**config.mk**
```make
export PLATFORM = sky130hd
export DESIGN_NAME = friscv_uc
export DESIGN_NICKNAME = d
export VERILOG_FILES = /design/src/rtl/friscv_uc.sv
export SDC_FILE = /design/constraint.sdc
export NUM_CORES = 1
export LEC_CHECK = 0
export BUFFER_PORTS_ARGS = -buffer_cell sky130_fd_sc_hd__buf_4
export CAP_MARGIN = 15
export CORE_MARGIN = 4
export CORE_UTILIZATION = 50
export DETAILED_ROUTE_END_ITERATION = 12
export GPL_TIMING_DRIVEN = 0
export PLACE_DENSITY = 0.69
export RECOVER_POWER = 25
export SYNTH_ARGS = -nofsm -noshare
export SYNTH_HDL_FRONTEND = slang
export SYNTH_SLANG_ARGS = --single-unit
```
**constraint.sdc**
```tcl
create_clock -name clock -period 2.46 [get_ports clock]
set_input_delay 0.246 -clock clock [delete_from_list [all_inputs] [get_ports clock]]
set_output_delay 0.246 -clock clock [all_outputs]
set_load 0.01 [all_outputs]
```
**src/rtl/friscv_uc.sv**
```systemverilog
// Dispenser control unit: periodic cup sensing with confirmation, timed pump
// fill with cancel-on-loss, and a cup-removal wait before re-arming.
module friscv_uc #(
  parameter int INTERVALO_MEDIDA = 5_000_000,
  parameter int TIMEOUT_MEDIDA   = 2_000_000,
  parameter int TEMPO_ENCHE      = 150_000_000,
  parameter int CONFIRMACOES     = 3
) (
  input  logic       clock,
  input  logic       reset,
  input  logic       ligar,
  input  logic       fim_medida,
  input  logic       copo_posicionado,
  output logic       inicia_medida,
  output logic       bomba,
  output logic       pronto,
  output logic       cancelado,
  output logic [3:0] db_estado
);

  // Datapath handshake: inicia_medida is a one-cycle request; the datapath
  // answers later with a one-cycle fim_medida, and copo_posicionado is only
  // meaningful in that cycle. fim_medida outside AGUARDA is dropped.

  localparam int CNT_MAX = (INTERVALO_MEDIDA > TIMEOUT_MEDIDA) ? INTERVALO_MEDIDA : TIMEOUT_MEDIDA;
  localparam int CNT_W   = (CNT_MAX > 1) ? $clog2(CNT_MAX) : 1;
  localparam int ENCHE_W = (TEMPO_ENCHE > 1) ? $clog2(TEMPO_ENCHE) : 1;
  localparam int CONF_W  = $clog2(CONFIRMACOES + 1);

  localparam logic [CNT_W-1:0]   TO_LAST   = CNT_W'(TIMEOUT_MEDIDA - 1);
  localparam logic [CNT_W-1:0]   IV_LAST   = CNT_W'(INTERVALO_MEDIDA - 1);
  localparam logic [ENCHE_W-1:0] EN_LAST   = ENCHE_W'(TEMPO_ENCHE - 1);
  localparam logic [CONF_W-1:0]  CONF_FULL = CONF_W'(CONFIRMACOES);

  typedef enum logic [3:0] {
    INICIAL   = 4'd0,
    PREPARA   = 4'd1,
    MEDE      = 4'd2,
    AGUARDA   = 4'd3,
    AVALIA    = 4'd4,
    INTERVALO = 4'd5
  } estado_t;

  typedef enum logic [1:0] {
    DETECCAO   = 2'd0,
    ENCHIMENTO = 2'd1,
    RETIRADA   = 2'd2
  } modo_t;

  estado_t             estado;
  modo_t               modo;
  logic                amostra;
  logic [CONF_W-1:0]   conf;
  logic [CNT_W-1:0]    cnt;
  logic [ENCHE_W-1:0]  cnt_enche;
  logic [CONF_W-1:0]   conf_inc;

  assign conf_inc  = conf + 1'b1;
  assign db_estado = estado;

  always_ff @(posedge clock or posedge reset) begin
    if (reset) begin
      estado        <= INICIAL;
      modo          <= DETECCAO;
      amostra       <= 1'b0;
      conf          <= '0;
      cnt           <= '0;
      cnt_enche     <= '0;
      inicia_medida <= 1'b0;
      bomba         <= 1'b0;
      pronto        <= 1'b0;
      cancelado     <= 1'b0;
    end else begin
      inicia_medida <= 1'b0;
      pronto        <= 1'b0;
      cancelado     <= 1'b0;
      if (!ligar && estado != INICIAL) begin
        estado    <= INICIAL;
        modo      <= DETECCAO;
        amostra   <= 1'b0;
        conf      <= '0;
        cnt       <= '0;
        cnt_enche <= '0;
        bomba     <= 1'b0;
      end else begin
        case (estado)
          INICIAL: if (ligar) estado <= PREPARA;
          PREPARA: begin
            conf          <= '0;
            cnt           <= '0;
            cnt_enche     <= '0;
            modo          <= DETECCAO;
            bomba         <= 1'b0;
            estado        <= MEDE;
            inicia_medida <= 1'b1;
          end
          MEDE: begin
            cnt    <= '0;
            estado <= AGUARDA;
          end
          AGUARDA: begin
            if (fim_medida) begin
              amostra <= copo_posicionado;
              estado  <= AVALIA;
            end else if (cnt == TO_LAST) begin
              amostra <= 1'b0;
              estado  <= AVALIA;
            end else begin
              cnt <= cnt + 1'b1;
            end
          end
          AVALIA: begin
            cnt    <= '0;
            estado <= INTERVALO;
            case (modo)
              DETECCAO: begin
                if (!amostra) begin
                  conf <= '0;
                end else if (conf_inc == CONF_FULL) begin
                  conf      <= '0;
                  bomba     <= 1'b1;
                  cnt_enche <= '0;
                  modo      <= ENCHIMENTO;
                end else begin
                  conf <= conf_inc;
                end
              end
              ENCHIMENTO: begin
                if (!amostra) begin
                  bomba     <= 1'b0;
                  cancelado <= 1'b1;
                  modo      <= DETECCAO;
                  conf      <= '0;
                end
              end
              RETIRADA: begin
                if (!amostra) begin
                  modo <= DETECCAO;
                  conf <= '0;
                end
              end
              default: modo <= DETECCAO;
            endcase
          end
          INTERVALO: begin
            if (cnt == IV_LAST) begin
              estado        <= MEDE;
              inicia_medida <= 1'b1;
            end else begin
              cnt <= cnt + 1'b1;
            end
          end
          default: estado <= INICIAL;
        endcase

        // Fill timer runs regardless of state; placed last so completion
        // overrides a cancel decided in AVALIA during the same cycle.
        if (bomba) begin
          if (cnt_enche == EN_LAST) begin
            bomba     <= 1'b0;
            pronto    <= 1'b1;
            cancelado <= 1'b0;
            modo      <= RETIRADA;
            cnt_enche <= '0;
          end else begin
            cnt_enche <= cnt_enche + 1'b1;
          end
        end
      end
    end
  end

endmodule

```
==> run_results.csv, run 1 <==
group,metric,value,unit
yosys,synth_top_area_frac,0.401,
cts,clk_latency,0.34,ns
critical_path,critical_path_class,"reg -> reg",
timing,period_minus_slack,2.45,ns
hold_path,hold_class,"in -> reg",
final_layout,n_fill_cell,687,
detailed_routing,drc,0,
yosys,synth_nets,450,
yosys,async_flop_share,1.00,
pwr,power_leakage,1.71,nW
critical_path,required,2.66,ns
final_layout,fin_nets,486,
cts,cts_buffers,9,
timing,setup_viol,0,
detailed_routing,via_count,3751,
detailed_routing,first_pass_iters,5,
yosys,yosysTopAreaCell,"dfrtp_1",
detailed_routing,wl,10400,µm
die,num_io_pins,13,
pwr,pwr_density_cell,504,mW/mm²
cts,clock-sinks,63,
die,rows,32,
yosys,yosysSeqAreaShare,0.401,
detailed_routing,drtAntennaViolNets,0,
critical_path,startpoint_type,"flop",
detailed_routing,drtIter0Drc,374,
yosys,syn_area_per_cell,8.93,µm²
timing,maxSlewViolCount,0,
grt,grt_pass1_wl,17400,µm
timing,setup_slack,0.00838,ns
detailed_routing,viasPerCell,6.45,
timing,max_freq,408,MHz
yosys,synthDistinctLibCells,60,
cts,cts_root_buffer,"clkbuf_8",
critical_path,worstSetupEndpointType,"flop",
timing,period_share,0.997,
final_layout,diodes,0,
yosys,synth-edff-count,0,
yosys,synth.ff_latch_count,63,
place,hpwlAfterDp,6890,µm
die,die_x,96.6,µm
yosys,netlist_area,0.00393,mm²
die,initial_core_util,0.511,
timing,setup-tns-final,0,ns
outcome,status,"complete, no violations",
timing,hold_violations,0,
detailed_routing,wire_per_inst,17.8,µm
timing,finClkSkew,0.00819,ns
grt,grt_usage,0.221,
critical_path,cp.arrival,2.65,ns
place,dp_cells,554,
critical_path,crit_fanout,5,
yosys,synth_warnings,0,
cts,cts_tree,"built",
die,dieArea,0.00934,mm²
grt,grt_max_degree,42,
final_layout,area_growth,16.0,%
place,place_ws,-0.231,ns
grt,antenna_found_initial,0,
grt,grt.overflow.total,0,
flow_run,cap_violations,0,
yosys,synth_ff_type,"dfrtp_1",
pwr,ir_worst_vdd,0.288,mV
place,numPortBuffers,11,
yosys,synth_area_leaders,"dfrtp_1 (40%), o41ai_1 (4.9%), a21oi_1 (4.6%)",
final_layout,drive_gt1_frac,0.165,
die,fp.dieH,96.6,µm
cts,h-tree-depth,3,
cts,cts.path.max_buffers,2,
final_layout,layout.cells.non_filler,582,
cts,path_clk_slew,0.07,ns
timing,slew_headroom,0.389,
die,coreArea,0.00769,mm²
grt,grt_pass1_vias,3580,
yosys,syn_inst,440,
timing,worst_pin_slew,0.916,ns
place,gp_congestion,0.879,
## through the flow
stage | hold slack (ns) | total power, mW | instance area (µm²) | util
2_1_floorplan | 0.412 | 1.27 | 3930 | -
3_3_place_gp | 0.502 | 1.36 | 4140 | 0.538
3_5_place_dp | 0.327 | 1.37 | 4160 | 0.541
4_1_cts | 0.191 | 2.30 | 4440 | 0.577
5_1_grt | 0.237 | 2.39 | 4560 | 0.593
6_report | 0.202 | 2.30 | 4560 | 0.593
## final timing paths
kind	endpoint	cells after the start	start	slack, ns
max in group asynchronous	cnt_enche[27]	4	reset	0.39
hold / removal	amostra	3	copo_posicionado	0.20
setup / recovery	cnt[21]	6	cnt[12]	0.008
min in group asynchronous	cnt[22]	3	reset	0.65
hold reg to reg	conf[0]	1	conf[0]	0.53
setup reg to reg	cnt[21]	6	cnt[12]	0.008
## cell families after synthesis
family,after synthesis,synth area share
other,1,0.000954
AO/OA/AOI/OAI,143,0.255
AND/OR/NAND/NOR,180,0.261
adder cells (fa/ha/maj),6,0.0185
flip-flops,63,0.401
XOR/XNOR,1,0.00223
buffers and inverters,43,0.0529
multiplexers,3,0.00796
## critical path, cell delays in order, from the launching register on
cell	delay, ns
dfrtp_1	0.43
or4_4	0.58
or4_4	0.49
o211a_4	0.30
o21ai_4	0.24
buf_6	0.17
o31ai_1	0.09
## layer usage
layer | vias up | routed length, µm | global-route usage
met1 | 1823 | 4980 | 0.319
li1 | 1786 | - | -
met2 | 126 | 4710 | 0.336
met3 | 16 | 505 | 0.0469
met4 | 0 | 163 | 0.0659
met5 | - | 0 | 0
## cells in the mapped netlist (all sizes together) (9+ instances only)
master   n
nand4   13
dfrtp   63
nor3    11
nand3   26
and3     9
or3     14
a31oi   12
a21oi   37
nor2    23
o31ai   24
nand2   35
or4     11
clkbuf  16
o41ai   22
o21ai   23
buf     10
inv     17
## power by group
group | switching (mW) | internal [mW] | total [mW] | leakage [nW]
clock | 0.410 | 0.517 | 0.927 | 0.0985
sequential | 0.0141 | 1.04 | 1.06 | 0.877
combinational | 0.217 | 0.0951 | 0.312 | 0.739
## repair_timing
action,4_1_cts,5_1_grt
pin swaps,2,2
resized for setup,13,17
buffers inserted,3,9
hold endpoints to repair,22,0
endpoints found under the setup margin,47,44
hold buffers,1,0
cloned,0,2
## sequential cells by signal, summed over array words and instances, names as in the netlist
register	cells
amostra	1
modo	2
inicia_medida	1
db_estado	3
conf	2
cancelado	1
bomba	1
pronto	1
cnt	23
cnt_enche	28
## layout by cell type (no fill, tap or decap), types with 7 or more instances in the layout
cell type	n
inv_1	17
nand2_1	35
and3_1	8
a31oi_1	11
clkbuf_2	7
nor2_1	23
or4_1	9
o21ai_0	17
or3_1	14
o41ai_1	22
clkbuf_8	11
nand4_1	13
a21oi_1	36
dfrtp_1	63
o31ai_1	24
clkbuf_1	12
nand3_1	25
buf_4	19
## area by class of cell
cell class              instances  area, µm²  share of cell area
plain buffers                  24        138              0.0302
inverters                      17       63.8              0.0140
well taps                     102        128              0.0280
flip-flops and latches         63       1580               0.346
multi-input cells             334       2240               0.492
clock buffers                  12        155              0.0340
clock inverters                 3       42.5             0.00933
repair buffers                 27        211              0.0464
Note: power is estimated with default switching activity, not from simulation.
==> run 2, diff against run 1 <==
Settings changed: CAP_MARGIN 15 to default.
Clock period 2.46 ns to 3.1 ns, I/O delays scaled along.
==> run 2 against run 1 <==
First-iteration DRC count decreased by 18%. Clock power down 21%. Sequential power decreased by 21%. The run now ends with capacitance limit, slew limit left. Critical path type unchanged. Utilization down 2.7 points. Cell count down 2.2%. Final area shrank 4.6%. Global-route usage decreased by 0.24 points. Routed wire length is 3.3% lower. Maximum frequency shrank 10%. Clock-buffer cell count did not move. Clock skew fell by 0.0012 ns.
==> run_results.csv, run 2 (same netlist as run 1, synthesis figures left out) <==
group,metric,value,unit
critical_path,worstSetupEndpointType,"flop",
flow_run,cap_violations,1,
timing,setup_viol,0,
detailed_routing,wl,10000,µm
grt,antenna_found_initial,0,
die,dieArea,0.00934,mm²
timing,setup-tns-final,0,ns
cts,cts_tree,"built",
cts,cts_root_buffer,"clkbuf_8",
timing,max_freq,366,MHz
pwr,pwr_density_cell,414,mW/mm²
final_layout,fin_nets,473,
cts,cts.path.max_buffers,2,
cts,cts_buffers,9,
outcome,violations,"capacitance limit, slew limit",
cts,ctsHoldBuffers,0,
place,numPortBuffers,11,
place,hpwlAfterDp,6890,µm
hold_path,hold_class,"in -> async",
timing,worst_pin_slew,1.81,ns
die,num_io_pins,13,
die,initial_core_util,0.511,
detailed_routing,viasPerCell,6.54,
detailed_routing,wire_per_inst,17.6,µm
detailed_routing,drtAntennaViolNets,0,
grt,grt_usage,0.219,
critical_path,required,3.37,ns
detailed_routing,first_pass_iters,5,
final_layout,final_cell_mix,"dfrtp_1 (63), a21oi_1 (36), nand2_1 (35)",
detailed_routing,via_count,3723,
final_layout,final_core_util,0.566,
detailed_routing,drtIter0Drc,305,
grt,grt_pass1_wl,17200,µm
critical_path,critical_path_class,"reg -> reg",
timing,period_minus_slack,2.73,ns
critical_path,crit_fanout,10,
final_layout,regArea,0.00158,mm²
detailed_routing,drc,0,
grt,grt_pass1_vias,3560,
final_layout,area_growth,10.7,%
final_layout,drive_gt1_frac,0.107,
critical_path,rrSetupSlack,0.37,ns
critical_path,startpoint_type,"flop",
die,fp.dieH,96.6,µm
timing,holdWs,0.163,ns
final_layout,n_fill_cell,707,
timing,hold_violations,0,
timing,slew_headroom,-0.209,
outcome,status,"finished with violations",
cts,clk_latency,0.34,ns
timing,maxSlewViolCount,42,
pwr,ir_worst_vdd,0.230,mV
die,die_x,96.6,µm
critical_path,cp.arrival,3.00,ns
final_layout,final_common_cell,"dfrtp_1",
final_layout,diodes,0,
timing,period_share,0.882,
grt,grt_max_degree,42,
grt,grt.overflow.total,0,
final_layout,largest_reg_flops,28,
die,rows,32,
final_layout,multi_input_area,0.00214,mm²
timing,rsz0062_at_grt,"false",
place,gp_congestion,0.879,
cts,post_cts_buffers,0,
cts,path_clk_slew,0.07,ns
die,coreArea,0.00769,mm²
cts,clock-sinks,63,
timing,finClkSkew,0.00701,ns
cts,h-tree-depth,3,
pwr,power,1.80,mW
pwr,power_leakage,1.62,nW
final_layout,largest_register,"cnt_enche",
cts,cts_resized,0,
[run 2: layout make-up]
class                   count  area share
flip-flops and latches     63       0.362
inverters                  17      0.0147
multi-input cells         334       0.493
clock inverters             3     0.00978
clock buffers              12      0.0357
repair buffers             12      0.0219
plain buffers              26      0.0331
well taps                 102      0.0293
[run 2: where the power goes]
part	internal, mW	leakage, nW	total [mW]	switching (mW)
Sequential	0.827	0.877	0.837	0.00947
Combinational	0.0621	0.640	0.231	0.169
Clock	0.410	0.0985	0.734	0.324
Total	1.30	1.62	1.80	0.503
[run 2: critical path, stage by stage (launching register included)]
cell and delay, ns:
dfrtp_1 0.52, nor4bb_1 0.60, nand2_1 0.15, a31oi_1 0.23, clkbuf_1 0.40, clkbuf_1 0.42
o21ai_0 0.19, a21oi_1 0.15
[run 2: worst paths after layout]
check / end / depth (start not counted) / startpoint
max in group asynchronous: cnt_enche[18] / 3 / reset
worst min-delay path: cnt[10] / 2 / reset
worst max-delay path: cnt_enche[12] / 7 / db_estado[2]
worst min register to register: cnt[3] / 1 / cnt[3]
min in group clock: amostra / 3 / copo_posicionado
worst max register to register: cnt_enche[12] / 7 / db_estado[2]
[run 2: metal layers]
layer,up-vias,global-route usage,part of all wire,wire length [µm]
li1,1763,-,-,-
met1,1805,0.315,0.48,4800
met2,141,0.331,0.45,4520
met3,14,0.0490,0.056,563
met4,0,0.0659,0.014,137
met5,-,0,0,0
[run 2: through the flow]
step / worst slack, ns / cells / instance area [µm²]
after floorplan: 0.853 / 440 / 3930
after global placement: 0.360 / 553 / 4140
after detailed placement: 0.409 / 554 / 4160
after CTS: 0.410 / 569 / 4360
after global routing: 0.159 / 569 / 4350
final: 0.366 / 569 / 4350
==> run 3, diff against run 2 <==
Settings changed: CORE_ASPECT_RATIO from default to 1.4.
==> run 3 against run 2 <==
The run still ends with capacitance limit, slew limit left. Critical path depth unchanged. Global-route usage up 0.47 points. Via count down 2.1%. Combinational power about the same. Sequential share of layout area down 0.23 points. Setup slack worse by 0.029 ns. Die area up 0.22%. Routed wire length up 1.5%. Cell count down 0.18%. Final area up 0.63%. Total power up 4.1%.
==> run_results.csv, run 3 (same netlist as run 1, synthesis figures left out) <==
group,metric,value,unit
outcome,status,"finished with violations",
outcome,violations,"capacitance limit, slew limit",
cts,ctsHoldBuffers,0,
die,die_x,82.9,µm
cts,path_clk_slew,0.07,ns
final_layout,multi_input_area,0.00214,mm²
final_layout,layout.cells.non_filler,568,
cts,cts_resized,0,
pwr,power_leakage,1.64,nW
detailed_routing,wl,10200,µm
detailed_routing,drtIter0Drc,196,
final_layout,largest_register,"cnt_enche",
grt,antenna_found_initial,0,
critical_path,required,3.32,ns
place,dp_cells,552,
critical_path,critical_path_class,"reg -> reg",
pwr,pwr_density_cell,429,mW/mm²
critical_path,cp_slowest_stage_delay,0.51,ns
die,fp.dieH,113,µm
critical_path,crit_buf_inv,2,
pwr,ir_worst_vdd,0.225,mV
timing,setup_slack,0.337,ns
critical_path,rrSetupSlack,0.34,ns
final_layout,largest_reg_flops,28,
timing,maxSlewViolCount,39,
cts,cts_root_buffer,"clkbuf_8",
timing,setup_viol,0,
final_layout,area_growth,11.4,%
hold_path,hold_class,"in -> async",
cts,cts.path.max_buffers,2,
cts,clock-sinks,63,
die,num_io_pins,13,
flow_run,cap_violations,1,
critical_path,r2r_cells,7,
cts,clk_latency,0.36,ns
cts,cts_buffers,9,
final_layout,regArea,0.00158,mm²
timing,period_share,0.891,
detailed_routing,drc,0,
die,initial_core_util,0.510,
timing,worst_pin_slew,1.69,ns
place,hpwlAfterDp,7220,µm
place,gp_congestion,0.900,
die,dieArea,0.00936,mm²
detailed_routing,via_count,3644,
final_layout,n_fill_cell,709,
timing,holdWs,0.185,ns
detailed_routing,first_pass_iters,5,
detailed_routing,wire_per_inst,17.9,µm
final_layout,final_cell_mix,"dfrtp_1 (63), a21oi_1 (36), nand2_1 (35)",
die,rows,38,
die,coreArea,0.00770,mm²
critical_path,r2r-end,"cnt[13]",
detailed_routing,viasPerCell,6.42,
critical_path,crit_path_frequent_cell,"clkbuf_1",
grt,grt_usage,0.224,
critical_path,cp_top_family,"compound AO/OA/AOI/OAI gates",
critical_path,crit_fanout,10,
place,numPortBuffers,11,
critical_path,path_cells,"clkbuf_1 > maj3_1 > a21oi_2 > clkbuf_1 > a31oi_1 > o41ai_1 > o31ai_1",
grt,grt_max_degree,39,
critical_path,cp.arrival,2.99,ns
final_layout,final_common_cell,"dfrtp_1",
grt,grt_pass1_vias,3586,
detailed_routing,drtAntennaViolNets,0,
timing,setup-tns-final,0,ns
critical_path,reg2reg_from,"db_estado[1]",
final_layout,fin_nets,473,
timing,finClkSkew,0.00744,ns
grt,grt.overflow.total,0,
cts,post_cts_buffers,0,
critical_path,worstSetupEndpointType,"flop",
cts,cts_tree,"built",
timing,max_freq,362,MHz
critical_path,startpoint_type,"flop",
place,place_ws,0.430,ns
final_layout,diodes,0,
critical_path,cpMaxStageDelayCell,"clkbuf_1",
grt,grt_pass1_wl,17200,µm
cts,h-tree-depth,3,
final_layout,drive_gt1_frac,0.111,
timing,rsz0062_at_grt,"false",
timing,hold_violations,0,
timing,slew_headroom,-0.130,
timing,period_minus_slack,2.76,ns
==> run 3: changes by cell type in the layout (fill, tap and decap cells not counted), sizes merged <==
cell      before  now
clkbuf        29   31
clkinvlp       1    0
==> run 3: worst max path at each step <==
stage / depth (start not counted) / slack (ns) / start / to
4_1_cts: 7 / 0.39 / db_estado[1] / cnt[13]
3_5_place_dp: 7 / 0.43 / db_estado[1] / cnt[11]
2_1_floorplan: 7 / 0.85 / cnt[12] / cnt[1]
5_1_grt: 3 / 0.18 / reset / cnt_enche[21]
6_report: 7 / 0.34 / db_estado[1] / cnt[13]
3_3_place_gp: 2 / 0.37 / reset / cnt[1]
==> run 3: through the flow <==
step	total power [mW]	util	area, µm²
CTS	1.89	0.569	4380
finish	1.88	0.568	4380
global route	1.96	0.568	4380
floorplan	1.01	-	3930
detailed placement	1.09	0.540	4160
global placement	1.08	0.537	4140
==> run 3: layout make-up <==
class	count	share of cell area
multi-input combinational	334	0.490
timing repair buffer	12	0.0217
inverter	17	0.0146
clock inverter	2	0.00800
sequential	63	0.360
buffer	26	0.0329
clock buffer	14	0.0440
tap	100	0.0286
==> run 3: worst reg2reg max path: stages (launching register included) <==
cell and delay, ns:
dfrtp_1 0.47, clkbuf_1 0.26, maj3_1 0.40, a21oi_2 0.45, clkbuf_1 0.52, a31oi_1 0.08
o41ai_1 0.32, o31ai_1 0.14
==> run 3: report_power, final <==
group | total, mW | internal [mW] | switching [mW]
clock network | 0.808 | 0.480 | 0.328
logic | 0.232 | 0.0621 | 0.169
registers | 0.837 | 0.827 | 0.00952
==> run 3: metal layers <==
metal	global-route usage	share of wire	vias to the layer above
met4	0.142	0.032	0
li1	-	-	1754
met1	0.256	0.42	1792
met5	0	0	-
met2	0.390	0.52	73
met3	0.0306	0.029	25
